<file path="config.mk">
export PLATFORM = sky130hd
export DESIGN_NAME = instr_fetch_cache
export DESIGN_NICKNAME = d
export VERILOG_FILES = /design/src/rtl/instr_fetch_cache.sv
export SDC_FILE = /design/constraint.sdc
export NUM_CORES = 2
export LEC_CHECK = 0
export BUFFER_PORTS_ARGS = -buffer_cell sky130_fd_sc_hd__buf_2
export CORE_MARGIN = 8
export CORE_UTILIZATION = 35
export DETAILED_ROUTE_END_ITERATION = 16
export PLACE_DENSITY = 0.58
export SKIP_LAST_GASP = 1
export SYNTH_ARGS = -nofsm -noshare
export SYNTH_HDL_FRONTEND = slang
export SYNTH_SLANG_ARGS = --single-unit
</file>
<file path="constraint.sdc">
create_clock -name clk -period 4.4 [get_ports clk]
set_input_delay 0.22 -clock clk [delete_from_list [all_inputs] [get_ports clk]]
set_output_delay 0.22 -clock clk [all_outputs]
set_load 0.005 [all_outputs]
</file>
<file path="src/rtl/instr_fetch_cache.sv">
// instr_fetch_cache
//   Direct-mapped, one-word-per-line instruction store serving two fetch
//   ports. Misses are refilled one word at a time over a single
//   request/ready memory port. Refills are strictly serial, and port 0
//   wins when both ports miss.
//
// Ports
//   clk, rst            clock; asynchronous active-high reset
//   flush               invalidate all lines (discards an in-flight refill)
//   cacheN_address      fetch byte address (word aligned), N in {0,1}
//   cacheN_read         fetch request, held with address until hit
//   cacheN_data         instruction word, registered
//   cacheN_hit          data valid for the address sampled on the previous edge
//   mem_address         refill word address (bits [1:0] forced to zero)
//   mem_read            refill request, held until mem_ready
//   mem_data            refill word, valid with mem_ready
//   mem_ready           single-cycle refill completion
//   hit_count           (INSTR_CACHE_PERF_EN only) saturating port-hit counter
//   miss_count          (INSTR_CACHE_PERF_EN only) saturating refill counter
//
// Build option: define INSTR_CACHE_PERF_EN to add the performance counters.
module instr_fetch_cache #(
  parameter int unsigned XLEN = 32,
  parameter int unsigned SETS = 64
) (
  input  logic            clk,
  input  logic            rst,
  input  logic            flush,
  input  logic [XLEN-1:0] cache0_address,
  input  logic            cache0_read,
  output logic [31:0]     cache0_data,
  output logic            cache0_hit,
  input  logic [XLEN-1:0] cache1_address,
  input  logic            cache1_read,
  output logic [31:0]     cache1_data,
  output logic            cache1_hit,
  output logic [XLEN-1:0] mem_address,
  output logic            mem_read,
  input  logic [31:0]     mem_data,
  input  logic            mem_ready
`ifdef INSTR_CACHE_PERF_EN
  ,
  output logic [31:0]     hit_count,
  output logic [31:0]     miss_count
`endif
);

  localparam int unsigned IDX  = $clog2(SETS);
  localparam int unsigned TAGW = XLEN - 2 - IDX;

  typedef enum logic {
    IDLE,
    FETCH
  } state_e;

  state_e state_q, state_d;

  // Line storage. Only the valid bits need reset; tag/word are gated by them.
  logic [SETS-1:0] valid_q, valid_d;
  logic [TAGW-1:0] tag_mem  [SETS];
  logic [31:0]     word_mem [SETS];

  logic [XLEN-1:0] miss_addr_q, miss_addr_d;
  logic            drop_q, drop_d;

  logic [1:0]      hit_q, hit_d;
  logic [31:0]     data_q [2];
  logic [31:0]     data_d [2];

  logic [XLEN-1:0] port_addr [2];
  logic [1:0]      port_read;
  logic [IDX-1:0]  port_idx  [2];
  logic [TAGW-1:0] port_tag  [2];
  logic [1:0]      port_miss;

  logic            wr_en;
  logic [IDX-1:0]  fill_idx;
  logic [TAGW-1:0] fill_tag;
  logic            refill_start;

  // Byte-offset bits never select anything.
  logic unused_addr_bits;
  assign unused_addr_bits = ^{cache0_address[1:0], cache1_address[1:0]};

  always_comb begin
    port_addr[0] = cache0_address;
    port_addr[1] = cache1_address;
    port_read    = {cache1_read, cache0_read};
  end

  // Lookup against the current array contents; a refill landing on this
  // edge is not visible until the next one.
  always_comb begin
    for (int unsigned i = 0; i < 2; i++) begin
      port_idx[i]  = port_addr[i][2 +: IDX];
      port_tag[i]  = port_addr[i][XLEN-1 -: TAGW];
      hit_d[i]     = port_read[i] && valid_q[port_idx[i]] &&
                     (tag_mem[port_idx[i]] == port_tag[i]) && !flush;
      data_d[i]    = hit_d[i] ? word_mem[port_idx[i]] : '0;
      port_miss[i] = port_read[i] && !hit_d[i];
    end
  end

  assign fill_idx = miss_addr_q[2 +: IDX];
  assign fill_tag = miss_addr_q[XLEN-1 -: TAGW];

  always_comb begin
    state_d      = state_q;
    miss_addr_d  = miss_addr_q;
    drop_d       = drop_q;
    wr_en        = 1'b0;
    refill_start = 1'b0;
    unique case (state_q)
      IDLE: begin
        if (port_miss[0]) begin
          miss_addr_d  = {port_addr[0][XLEN-1:2], 2'b00};
          state_d      = FETCH;
          refill_start = 1'b1;
        end else if (port_miss[1]) begin
          miss_addr_d  = {port_addr[1][XLEN-1:2], 2'b00};
          state_d      = FETCH;
          refill_start = 1'b1;
        end
      end
      FETCH: begin
        if (flush) begin
          drop_d = 1'b1;
        end
        // A flush coinciding with ready also suppresses the write.
        if (mem_ready) begin
          wr_en   = !drop_q && !flush;
          drop_d  = 1'b0;
          state_d = IDLE;
        end
      end
      default: state_d = IDLE;
    endcase
  end

  always_comb begin
    valid_d = valid_q;
    if (flush) begin
      valid_d = '0;
    end else if (wr_en) begin
      valid_d[fill_idx] = 1'b1;
    end
  end

  always_ff @(posedge clk or posedge rst) begin
    if (rst) begin
      state_q     <= IDLE;
      valid_q     <= '0;
      miss_addr_q <= '0;
      drop_q      <= 1'b0;
      hit_q       <= '0;
      data_q[0]   <= '0;
      data_q[1]   <= '0;
    end else begin
      state_q     <= state_d;
      valid_q     <= valid_d;
      miss_addr_q <= miss_addr_d;
      drop_q      <= drop_d;
      hit_q       <= hit_d;
      data_q[0]   <= data_d[0];
      data_q[1]   <= data_d[1];
    end
  end

  always_ff @(posedge clk) begin
    if (wr_en) begin
      tag_mem[fill_idx]  <= fill_tag;
      word_mem[fill_idx] <= mem_data;
    end
  end

  assign cache0_hit  = hit_q[0];
  assign cache1_hit  = hit_q[1];
  assign cache0_data = data_q[0];
  assign cache1_data = data_q[1];
  assign mem_read    = (state_q == FETCH);
  assign mem_address = miss_addr_q;

`ifdef INSTR_CACHE_PERF_EN
  logic [31:0] hit_cnt_q, hit_cnt_d;
  logic [31:0] miss_cnt_q, miss_cnt_d;
  logic [1:0]  hit_inc;
  logic [32:0] hit_sum;

  always_comb begin
    hit_inc   = {1'b0, hit_d[0]} + {1'b0, hit_d[1]};
    hit_sum   = {1'b0, hit_cnt_q} + {31'b0, hit_inc};
    hit_cnt_d = hit_sum[32] ? '1 : hit_sum[31:0];
    miss_cnt_d = miss_cnt_q;
    if (refill_start && (miss_cnt_q != '1)) begin
      miss_cnt_d = miss_cnt_q + 32'd1;
    end
  end

  always_ff @(posedge clk or posedge rst) begin
    if (rst) begin
      hit_cnt_q  <= '0;
      miss_cnt_q <= '0;
    end else begin
      hit_cnt_q  <= hit_cnt_d;
      miss_cnt_q <= miss_cnt_d;
    end
  end

  assign hit_count  = hit_cnt_q;
  assign miss_count = miss_cnt_q;
`else
  logic unused_refill_start;
  assign unused_refill_start = refill_start;
`endif

endmodule

</file>
After elaboration in Yosys (flattened, before gate mapping) --
Memories as Yosys holds them, arrays and structs flattened. Cells that the tools add are included.
Word-level totals: memories 2, output and inout bits 99, flip-flop bits (word level) 164, memory bits (writable) 3584, input port bits 102, logic and storage cells 58
Memory list:
- word_mem | depth 64, width 32, rd ports 2, clocked after Yosys merged registers in 0, wr ports 1, RTL line 61 | logic [31:0] word_mem [SETS];
- tag_mem | depth 64, width 24, rd ports 2, clocked after Yosys merged registers in 0, wr ports 1, RTL line 60 | logic [TAGW-1:0] tag_mem [SETS];
Operators by class: muxes and demuxes 22, bitwise logic cells 2, reductions and logical operators 19, order comparisons 4, eq/ne operators 2
Operators by type and width (count):
- two-way mux 32 bit | 4
- two-way mux 64 bit | 2
- bitwise OR 64 bit | 1
- == test 24 bit | 2
- < comparator 6 x 7 -> 1 bit (second input constant) | 3
- binary-select mux 1 bit (select 6 bit) | 2
- two-way mux 1 bit | 12
- logical AND 1 bit | 10
- demux 1 bit (select 6 bit) | 1
- >= comparator 6 x 1 -> 1 bit (second input constant) | 1
- nonzero test 2 bit | 3
- zero test 1 bit | 4
- AND reduction 2 bit | 2
- one-hot mux 1 bit (2 select lines) | 1
- inverter 1 bit | 1

Depth between registers and ports, before layout --
depth in word-level cells 10, gate-level depth with buffers 20, depth with buffers taken out 10

Worst setup path before layout --
No wires, ideal clock.
kind reg-to-reg, from register state_q, in the netlist mem_read, to memory tag_mem[14][0] (netlist name) (enable), buffers on the path 0, library setup time 0.472 ns, period minus slack after synthesis 4.098 ns, slack 0.302 ns, stages on the path, launching flop included 5, data arrival time 3.626 ns, data required time 3.928 ns, cell sequence dfrtp_1 -> nand2_1 -> nor4_1 -> nand3_1 -> nor2_1
Between the ends: longest elaborated chain between the ends 3
RTL lines:
- from (decl) | RTL line 56 | state_e state_q, state_d;
- from (signal assigned) | RTL line 159 | state_q <= state_d;
- two-way mux 1 bit | RTL line 113 | unique case (state_q)
- two-way mux 1 bit | RTL line 170 | if (wr_en) begin
- two-way mux 1 bit (implied by the code) | RTL line 171 | tag_mem[fill_idx] <= fill_tag;
- to (decl) | RTL line 60
No other way between the ends.

==> results.py <==
metrics = {
    "outcome": {
        "status": "finished with violations",
        "violations": "setup timing",
    },
    "detailed_routing": {
        "drtIter0Drc": 18900,
        "routed_wl_um": 677000,
        "avgRoutedWirePerCell_um": 43.2,
        "vias_per_cell": 6.61,
        "first_pass_iters": 7,
        "vias": 104000,
        "drc": 0,
        "ant_nets": 0,
    },
    "global_routing": {
        "grt-ovfl-total": 0,
        "antenna_found_initial": 64,
        "grt_util_all_layers_pct": 25.3,
        "grt_pass1_vias": 103000,
        "grt_max_degree": 136,
        "grt_pass1_wl_um": 905000,
    },
    "critical_path": {
        "crit_arrival_ns": 5.41,
        "crit_fanout": 6,
        "crit_start": "tag_mem[7][5]$_DFFE_PP_",
        "cp.required_ns": 5.28,
        "r2r-start": "tag_mem[7][5]$_DFFE_PP_",
        "critPathCapture": "cache0_data[7]$_DFF_PP0_",
        "r2r_cells": 14,
        "end_kind": "flip-flop",
        "critPathKind": "reg2reg",
        "reg2reg_slack_ns": -0.14,
        "start_kind": "flip-flop",
        "reg2reg_to": "cache0_data[7]$_DFF_PP0_",
    },
    "cells_and_area": {
        "nNetsFinal": 8955,
        "drive_above_1_share_pct": 40.1,
        "final_cells": 15700,
        "area_delta_synth_final_pct": 16.2,
    },
    "synthesis": {
        "synth_seq_cells": 3746,
        "synth_seq_area_share_pct": 64.8,
        "syn_area_per_cell_um2": 21.2,
        "synth_common_cells": "edfxtp_1, mux4_2, clkbuf_1",
        "synthArstFlopShare_pct": 4.32,
        "synthFlopType": "edfxtp_1",
        "synth_cell_types": 87,
        "synthesis.area_um2": 172000,
        "syn_inst": 8123,
        "yosysMostFrequentCell": "edfxtp_1",
        "ys_warn_count": 0,
        "synth_top_cell_by_area": "edfxtp_1",
        "yosysTopAreaCellShare_pct": 62.4,
        "synth_edf_count": 3584,
        "synth_area_leaders": "edfxtp_1, mux4_2, dfrtp_1",
    },
    "cts": {
        "cts_made_buffers": 395,
        "path_clk_slew_ns": 0.06,
        "root_buffer": "clkbuf_16",
        "h-tree-depth": 5,
        "cts_tree": "built",
        "cts_buffer_depth": 4,
        "cts_sinks": 3746,
        "clock_latency_ns": 1.03,
    },
    "place": {
        "dp_slack_ns": -0.957,
        "dp_hpwl_um": 392000,
        "gp_congestion": 0.929,
        "port_buffers": 194,
        "placed_cells": 14800,
    },
    "run": {
        "drv_cap": 0,
    },
    "timing": {
        "clock.fmax_mhz": 220,
        "setup_ws_ns": -0.138,
        "tns_ns": -2.20,
        "rsz0062_at_grt": "true",
        "min_period_ns": 4.54,
        "worst_pin_slew_ns": 1.34,
        "fin_crit_sh_pct": 103,
        "setup_viol": 30,
        "finalHoldViolations": 0,
        "hold-worst-slack_ns": 0.120,
        "fin_skew_ns": 0.0933,
        "drv_slew": 0,
        "max_slew_margin_pct": 10.6,
    },
    "floorplanning": {
        "dieArea_um2": 515000,
        "start_util_pct": 35.2,
        "fp.coreArea_um2": 490000,
        "io_pins": 201,
        "die_w_um": 718,
        "row_count": 257,
        "die_height_um": 718,
    },
    "pwr": {
        "leakage_nw": 63.5,
        "p_total_mw": 81.9,
        "power_density_nw_per_um2": 409,
        "ir_worst_vdd_mv": 0.382,
    },
    "worst_hold_path": {
        "min_from": "cache0_address[20]",
        "hold_class": "in2reg",
    },
}
repair_timing:
item,CTS,global route
endpoints found under the hold margin,2217,0
gates resized for setup,7,29
setup buffers,6,4
pin swaps,3,10
hold buffers,90,0
gates cloned,0,1
setup endpoints to repair,213,33
cells in the final DEF, fill, tap and decap left out, types with 15 or more instances in the layout:
master and instances:
edfxtp_1 3584, mux4_2 2062, buf_4 496, clkbuf_16 404, mux2i_1 240, nand2_1 190
buf_2 183, buf_12 172, nor2_1 166, a22oi_1 139, dfrtp_1 138, clkbuf_1 95
dlygate4sd3_1 90, inv_1 84, o22ai_1 75, clkinv_2 75, nor2b_1 68, clkinv_1 68
nor2_4 66, a21oi_1 54, nand3_1 50, o21ai_0 38, bufinv_16 36, xnor2_1 32
and3_1 29, a222oi_1 29, nor3_1 28, nand2b_1 24, clkbuf_8 24, dfrtp_2 24
a31oi_1 22, mux2_2 21, diode_2 20, a32oi_1 18, nand4_1 16, nor4_1 15
logic make-up (layout without fill, tap and decap cells):
group	Yosys count	in the layout	share of synthesized area, %
muxes	2328	2328	28.5
DFF	3746	3746	64.8
and+or+nand+nor	751	751	2.13
xor gates and xnor gates	33	33	0.168
other	1	22	0.00217
buffers and inverters	714	1779	2.03
AOI/OAI and AO/OA	550	550	2.37
critical path, cell delays in order (launching register included):
cell and delay [ns]:
edfxtp_1 0.40, mux4_2 0.51, a32oi_1 0.22, o21ai_1 0.15, o41ai_4 0.51, buf_4 0.21, xnor2_1 0.11, nand4_1 0.21
a2111oi_4 0.33, buf_4 0.20, nand4_1 0.63, buf_12 0.44, buf_16 0.20, buf_12 0.14, nor2b_4 0.08
worst min-delay path by stage:
stage / endpoint / slack, ns / depth (start not counted)
6_report: mem_address[20]$_DFFE_PP0P_ / 0.12 / 4
5_1_grt: valid_q[17]$_DFFE_PP0P_ / 0.09 / 3
4_1_cts: valid_q[45]$_DFFE_PP0P_ / 0.02 / 3
3_5_place_dp: cache1_data[12]$_DFF_PP0_ / 0.28 / 2
3_3_place_gp: cache1_data[12]$_DFF_PP0_ / 0.27 / 2
2_1_floorplan: drop_q$_DFFE_PP0P_ / 0.31 / 1
sequential cells by signal (all words and copies together), names as in the netlist:
signal       count
word_mem      2048
tag_mem       1536
valid_q         64
cache0_data     32
cache1_data     32
mem_address     30
hit_q            2
drop_q           1
mem_read         1
power breakdown:
group	switching, mW	leakage, nW	internal [mW]
combinational	4.06	23.0	2.90
clock	14.7	6.32	19.3
sequential	0.929	34.2	40.0
stage by stage:
step / util (%) / cell area, µm²
after global placement: 37.9 / 186000
after global routing: 40.8 / 200000
after floorplan: - / 172000
after detailed placement: 37.9 / 186000
after CTS: 40.8 / 200000
final: 40.9 / 200000
layer usage:
metal | track usage (%) | vias up | wire length, µm
li1 | - | 37200 | -
met1 | 33.9 | 56600 | 248000
met2 | 38.3 | 8296 | 304000
met3 | 7.36 | 1566 | 87000
met4 | 11.5 | 30 | 37600
met5 | 0 | - | 203
final cells by class:
| type | instances | area, µm² |
|---|---|---|
| fill | 42800 | 290000 |
| sequential | 3746 | 112000 |
| multi-input combinational | 3664 | 58000 |
| clock buffer | 520 | 10700 |
| timing repair buffer | 952 | 9160 |
| tap | 6475 | 8100 |
| clock inverter | 213 | 2220 |
| inverter | 94 | 387 |
| antenna | 20 | 50.0 |
Power figures use the tool's default switching activity.
